<file path="config.mk">
export PLATFORM = sky130hd
export DESIGN_NAME = tick_timer_sched
export DESIGN_NICKNAME = d
export VERILOG_FILES = /design/src/rtl/tick_timer_sched_pkg.sv /design/src/rtl/tick_timer_sched_tick_gen.sv /design/src/rtl/tick_timer_sched.sv
export SDC_FILE = /design/constraint.sdc
export NUM_CORES = 1
export LEC_CHECK = 0
export BUFFER_PORTS_ARGS = -buffer_cell sky130_fd_sc_hd__buf_2
export CELL_PAD_IN_SITES_DETAIL_PLACEMENT = 0
export CELL_PAD_IN_SITES_GLOBAL_PLACEMENT = 1
export CORE_MARGIN = 2
export CORE_UTILIZATION = 35
export DETAILED_ROUTE_END_ITERATION = 7
export GPL_ROUTABILITY_DRIVEN = 0
export PLACE_DENSITY = 0.72
export SLEW_MARGIN = 10
export SYNTH_ARGS = -nofsm -noshare
export SYNTH_HDL_FRONTEND = slang
export SYNTH_HIERARCHICAL = 1
export SYNTH_SLANG_ARGS = --single-unit
export TNS_END_PERCENT = 50
</file>
<file path="constraint.sdc">
create_clock -name clk -period 3.94 [get_ports clk]
set_input_delay 0.788 -clock clk [delete_from_list [all_inputs] [get_ports clk]]
set_output_delay 0.788 -clock clk [all_outputs]
set_load 0.03 [all_outputs]
</file>
<file path="src/rtl/tick_timer_sched_pkg.sv">
// tick_timer_sched shared definitions.
// State encoding and default sizing for the shared tick timer.
package tick_timer_sched_pkg;

    localparam logic [1:0] IDLE = 2'd0;
    localparam logic [1:0] RUN  = 2'd1;
    localparam logic [1:0] DONE = 2'd2;

    localparam int DEF_NREQ  = 4;
    localparam int DEF_DIV   = 5000;
    localparam int DEF_CNT_W = 16;
    localparam int DEF_DUR_W = 16;

endpackage

</file>
<file path="src/rtl/tick_timer_sched_tick_gen.sv">
// Prescaler for the shared timer.
// Counts 0..DIV while enabled; tick marks the terminal count.
module tick_gen #(
    parameter int DIV   = 5000,
    parameter int CNT_W = 16
) (
    input  logic clk,
    input  logic reset,
    input  logic clr,
    input  logic en,
    output logic tick
);

    logic [CNT_W-1:0] cnt;
    logic             at_top;

    assign at_top = (cnt == CNT_W'(DIV));
    assign tick   = en & ~clr & at_top;

    always_ff @(posedge clk or posedge reset) begin
        if (reset) begin
            cnt <= '0;
        end else if (clr) begin
            cnt <= '0;
        end else if (en) begin
            cnt <= at_top ? '0 : cnt + CNT_W'(1);
        end
    end

endmodule

</file>
<file path="src/rtl/tick_timer_sched.sv">
// Shared one-shot timer: round-robin grant of one prescaler and one
// duration counter to NREQ requesters, with a done pulse per grant.
module tick_timer_sched
    import tick_timer_sched_pkg::*;
#(
    parameter int NREQ  = DEF_NREQ,
    parameter int DIV   = DEF_DIV,
    parameter int CNT_W = DEF_CNT_W,
    parameter int DUR_W = DEF_DUR_W
) (
    input  logic                  clk,
    input  logic                  reset,
    input  logic [NREQ-1:0]       req,
    input  logic [NREQ*DUR_W-1:0] dur,
    output logic [NREQ-1:0]       gnt,
    output logic [NREQ-1:0]       done,
    output logic                  busy,
    output logic                  tick
);

    localparam int LW = (NREQ > 1) ? $clog2(NREQ) : 1;

    logic [1:0]       state;
    logic [LW-1:0]    last;
    logic [DUR_W-1:0] remaining;

    logic [NREQ-1:0]  rot;
    int               off;
    logic [LW-1:0]    win;
    logic [NREQ-1:0]  win_oh;
    logic [DUR_W-1:0] win_dur;
    logic             own;
    logic             pre_en;

    // Rotate so the search starts at last+1.
    always_comb begin
        rot = '0;
        for (int i = 0; i < NREQ; i++) begin
            rot[i] = req[(int'(last) + 1 + i) % NREQ];
        end
    end

    // Find first one, highest index scanned first so the lowest wins.
    always_comb begin
        off = 0;
        for (int i = NREQ - 1; i >= 0; i--) begin
            if (rot[i]) begin
                off = i;
            end
        end
    end

    always_comb begin
        win     = LW'((int'(last) + 1 + off) % NREQ);
        win_oh  = NREQ'(1) << win;
        win_dur = dur[int'(win)*DUR_W +: DUR_W];
    end

    assign own    = |(req & gnt);
    assign busy   = (state != IDLE);
    assign pre_en = (state == RUN);

    tick_gen #(
        .DIV   (DIV),
        .CNT_W (CNT_W)
    ) u_tick (
        .clk   (clk),
        .reset (reset),
        .clr   (~pre_en),
        .en    (pre_en),
        .tick  (tick)
    );

    always_ff @(posedge clk or posedge reset) begin
        if (reset) begin
            state     <= IDLE;
            gnt       <= '0;
            done      <= '0;
            last      <= LW'(NREQ - 1);
            remaining <= '0;
        end else begin
            done <= '0;
            case (state)
                IDLE: begin
                    if (|req) begin
                        gnt       <= win_oh;
                        last      <= win;
                        remaining <= win_dur;
                        state     <= (win_dur == '0) ? DONE : RUN;
                    end
                end
                RUN: begin
                    if (!own) begin
                        gnt   <= '0;
                        state <= IDLE;
                    end else if (tick) begin
                        remaining <= remaining - DUR_W'(1);
                        if (remaining == DUR_W'(1)) begin
                            done  <= gnt;
                            gnt   <= '0;
                            state <= DONE;
                        end
                    end
                end
                DONE: begin
                    // Zero-duration grants arrive here with gnt still set.
                    if (|gnt) begin
                        done <= gnt;
                        gnt  <= '0;
                    end else begin
                        state <= IDLE;
                    end
                end
                default: begin
                    gnt   <= '0;
                    state <= IDLE;
                end
            endcase
        end
    end

endmodule

</file>
# Word level (Yosys, flattened, before mapping)
# Cells that the tools add are included.
# op_classes
shifts	2
reduce_logical	15
n_addsub	7
eq_ne	11
n_lt_le_gt_ge	4
mux	40
n_bitwise	6
# op_table
cell	count
2-to-1 mux 16 bit	5
indexed part select 64 x 7 -> 16 bit	1
2-to-1 mux 4 bit	9
case mux 16 bit (2 select lines)	1
2-to-1 mux 2 bit	10
adder 16 x 1 -> 16 bit, second input constant	1
== test 16 x 1 -> 1 bit, second input constant	1
== test 16 x 13 -> 1 bit, second input constant	1
zero test 16 bit	1
< comparator 3 x 4 -> 1 bit, second input constant	4
subtractor 16 x 1 -> 16 bit, second input constant	1
case mux 4 bit (3 select lines)	1
AND reduction 4 bit	3
OR reduction 4 bit	3
inequality test 2 bit, second input constant	5
binary-select mux 1 bit (select 2 bit)	4
2-to-1 mux 1 bit	8
case mux 4 bit (2 select lines)	1
OR reduction 2 bit	4
case mux 2 bit (3 select lines)	1
adder 2 x 1 -> 2 bit, second input constant	2
adder 2 bit, second input constant	2
bitwise AND 1 bit, first input constant	4
bitwise AND 4 bit	1
other kinds (10)	11
# totals
in_bits	70
out_inout_bits	10
regBits	44
wordCells	91

# Depth between registers and ports, before layout
# depth
ltp_word	17
mapped_depth	14
mapped_depth_nobuf	13

# Hierarchy
# The synthesis kept the hierarchy.
# by_module_without_submodules
module	area_per_inst_um2	n_inst	cells_each	seq_area_each_um2
tick_timer_sched	2496.1	1	298	703.2
tick_gen	982.2	1	104	400.4

# Worst setup path after synthesis
# OpenSTA, ideal clock, no wires.
# synth_timing
path_type	in2reg
start	input req[3]
end	register state[1]
arrival_time_ns	3.329
path_slack_ns	0.525
required_ns	3.853
path_buffers	1
path_stages	13
setup_ns	0.087
cell_sequence	buf_2 > nand2_1 > a21oi_1 > nor2_1 > a211oi_1 > a21oi_1 > ha_1 > xnor2_1 > xnor2_1 > xor2_1 > mux4_2 > nor3b_1 > a211oi_2
# synth_via
elab_chain_cells	13
word_cells_on_any_way	30
classes_between	add/sub (1); eq/ne (3); shift (1); mux (20); bitwise (1); reduce/logical (4)
# synth_rtl
item	line_no	rtl
start: declaration	tick_timer_sched.sv:13	input logic [NREQ-1:0] req,
binary-select mux 1 bit (select 2 bit)	tick_timer_sched.sv:39	rot[i] = req[(int'(last) + 1 + i) % NREQ];
2-to-1 mux 1 bit (not written as such) (2 in a row)	tick_timer_sched.sv:39	
2-to-1 mux 2 bit (4 in a row)	tick_timer_sched.sv:47	if (rot[i]) begin
adder 2 bit	tick_timer_sched.sv:54	win = LW'((int'(last) + 1 + off) % NREQ);
indexed part select 64 x 7 -> 16 bit	tick_timer_sched.sv:56	win_dur = dur[int'(win)*DUR_W +: DUR_W];
zero test 16 bit	tick_timer_sched.sv:89	state <= (win_dur == '0) ? DONE : RUN;
2-to-1 mux 2 bit	tick_timer_sched.sv:89	
2-to-1 mux 2 bit	tick_timer_sched.sv:85	if (|req) begin
case mux 2 bit (3 select lines)	tick_timer_sched.sv:83	case (state)
end signal: assignment	tick_timer_sched.sv:89	
end: declaration	tick_timer_sched.sv:23	logic [1:0] state;
# Parallel ways exist; a longest one is shown, timed or not. The select of a mux whose other input is x is not followed.
# A chain may end at the register's enable or synchronous reset.

# Final worst setup path
# layout_timing
start	input req[0]
end	register state[1]
# Same word-level chain as after synthesis.

==> out/results.ini <==
[run_status]
status=finished clean

[clocking]
clock-sinks=44
h-tree-depth=2
cts_hold_repair.buffers=0
clkLatencyLatePin_ps=300
cts-root-buf=clkbuf_8
cts_resized=0
cts-buffers-inserted=5
tritoncts=built
cts.clk_slew.worst_paths_ps=90
cts_buffer_depth=2
post_cts_buffers=0

[pwr]
power_frac_clock_pct=8.0
switching_share_pct=48.8
p_sw_mw=1.74
p_seq_share_pct=21.3
power.leakage_nw=1.79
irDropWorstVdd_mv=0.411
p_int_mw=1.82
powerDensity_nw_per_um2=867
p_comb_share_pct=70.6

[synthesis]
synthCells=402
yosysSeqAreaShare_pct=31.7
yosys.cell_types.count=69
async_flop_share_pct=100
synth_edf_count=0
synth_warnings=6
synth_area_um2=3480
synth-seq-cells=44
syn_nets=480
synthFlopType=dfrtp_1
syn_area_per_cell_um2=8.65

[worst_setup_path]
cpLargestDelayFamily=compound AO/OA/AOI/OAI gates
cp.arrival_ps=3550
crit_type=primary input to register
critPathMaxStageDelay_ps=610
critPathSlowestCell=mux4_2
crit_chain=buf_2 -> inv_1 -> nor2_1 -> a21oi_1 -> nor2_1 -> a211oi_1 -> a21oi_1 -> ha_1 -> xnor2_1 -> xnor2_1 -> buf_4 -> xor2_1 -> mux4_2 -> nor3b_1 -> a211oi_2
setup.worst_path.start_class=primary input
path_buf_inv=3
crit_required_ps=4160
end_kind=register
critPathMaxFanout=7

[sta]
slew_violations=0
tightestPinTransition_ps=928
setup_viol=0
min_period_ps=3320
finalHoldViolations=0
slew_headroom_pct=38.1
setup_tns_ps=0
rsz0062_at_grt=false
finalClockSkew_ps=10.8
fmax_ghz=0.301
finalCritPeriodShare_pct=84.4

[grt]
grt_pass1_wl_um=17000
antenna_found_initial=0
grt_max_degree=29
grt_pass1_vias=3357
grtUsageTotal_pct=19.3
grt_overflow_total=0

[cells_and_area]
num-fill-cells=1031
multiInputGateArea_um2=2200
final_cells=614
seq_area_um2=1100
antennaDiodeCount=0
mostFrequentLayoutCells=buf_2, dfrtp_1, nor2_1, nand2_1
syn2layout_area_growth_pct=18.1
final_nets=558
final_common_cell=buf_2
final_layout_size_suffix_gt1_share_pct=27.0

[routing]
routed_wl_um=10400
dr.pass1.iters=5
viasPerCell=5.71
remaining_drc_errors=0
vias=3506
routedWlPerCell_um=16.9
drt_iter0_drc=220
ant_nets=0

[die]
rows=36
die_width_um=104
dieHeight_um=104
initial_core_util_pct=35.8
design.die.area_um2=10800
core-area_um2=9730
pin_count=80

[placed_design]
io_buffers=79
dp_hpwl_um=8150
placed_cells=606

[flow_run]
cap_violations=0

[hold_path]
hp-class=register to register

==> power groups by stage <==
stage | Combinational [mW] | Clock (mW) | Sequential (mW)
final | 2.52 | 0.286 | 0.760
after global placement | 2.49 | 0 | 0.764
after detailed placement | 2.51 | 0 | 0.766
after global routing | 2.75 | 0.318 | 0.783
after CTS | 2.52 | 0.298 | 0.755
after floorplan | 1.88 | 0 | 0.730
==> worst paths after layout <==
check / from / endpoint / depth (start not counted) / slack, ps
worst max-delay path: req[0] / state[1] / 15 / 620
worst min-delay path: u_tick/cnt[15] / u_tick/cnt[15] / 1 / 510
worst max register to register: last[1] / state[1] / 13 / 670
worst min register to register: u_tick/cnt[15] / u_tick/cnt[15] / 1 / 510
max in group asynchronous: reset / u_tick/cnt[3] / 2 / 2930
min in group asynchronous: reset / state[0] / 3 / 550
==> cells in the mapped netlist (7+ instances only) <==
library cell,n,area [µm²]
dfrtp_1,42,1050
nand4_1,12,75.1
a31oi_1,10,62.6
nor4_1,23,144
a22o_1,10,87.6
clkbuf_1,10,37.5
or3_1,9,56.3
inv_1,16,60.1
nand2_1,33,124
o21ai_0,23,115
a21oi_1,20,100
nor3_1,7,35.0
nor2_1,39,146
mux2i_1,21,210
nand3_1,8,40.0
ha_1,8,100
mux2_2,11,124
==> routing by layer <==
| metal | GRT usage (%) | vias to the layer above | share of wire (%) | wire length [µm] |
|---|---|---|---|---|
| met4 | 4.83 | 0 | 1.7 | 174 |
| met3 | 2.64 | 12 | 5.0 | 520 |
| met1 | 27.4 | 1693 | 47 | 4840 |
| met5 | 0 | - | 0 | 0 |
| met2 | 31.0 | 113 | 47 | 4860 |
| li1 | - | 1688 | - | - |
==> cell type report <==
cell class	instances	area share, %
clock buffer	6	1.77
clock inverter	2	0.305
inverter	18	1.64
multi-input combinational	320	53.6
sequential	44	26.9
tap	133	4.05
timing repair buffer	91	11.8
==> flip-flops by register name, summed over array words and instances (netlist names) <==
signal,flops
gnt,4
done,4
remaining,16
u_tick/cnt,16
state,2
last,2
==> stage by stage <==
stage          util, %  power (mW)  setup slack [ps]  hold WS, ps  instance area (µm²)
2_1_floorplan        -        2.61               525          445                 3480
3_3_place_gp      41.4        3.26               281          477                 4020
3_5_place_dp      41.4        3.28               301          488                 4020
4_1_cts           42.2        3.58               608          511                 4110
5_1_grt           42.2        3.85               377          535                 4110
6_report          42.2        3.56               616          513                 4110
==> cell families (layout without fill, tap and decap cells) <==
kind of cell             Yosys count  count (layout)  share of synthesized area (%)
AO/OA/AOI/OAI                    108             108                           22.3
adder cells (fa/ha/maj)            8               8                           2.88
XOR/XNOR                           7               7                           2.30
buffers and inverters             38             117                           5.00
flip-flops                        44              44                           31.7
multiplexers                      34              34                           10.7
AND/OR/NAND/NOR                  163             163                           25.1
No activity file was read; power rests on OpenSTA's default activity.
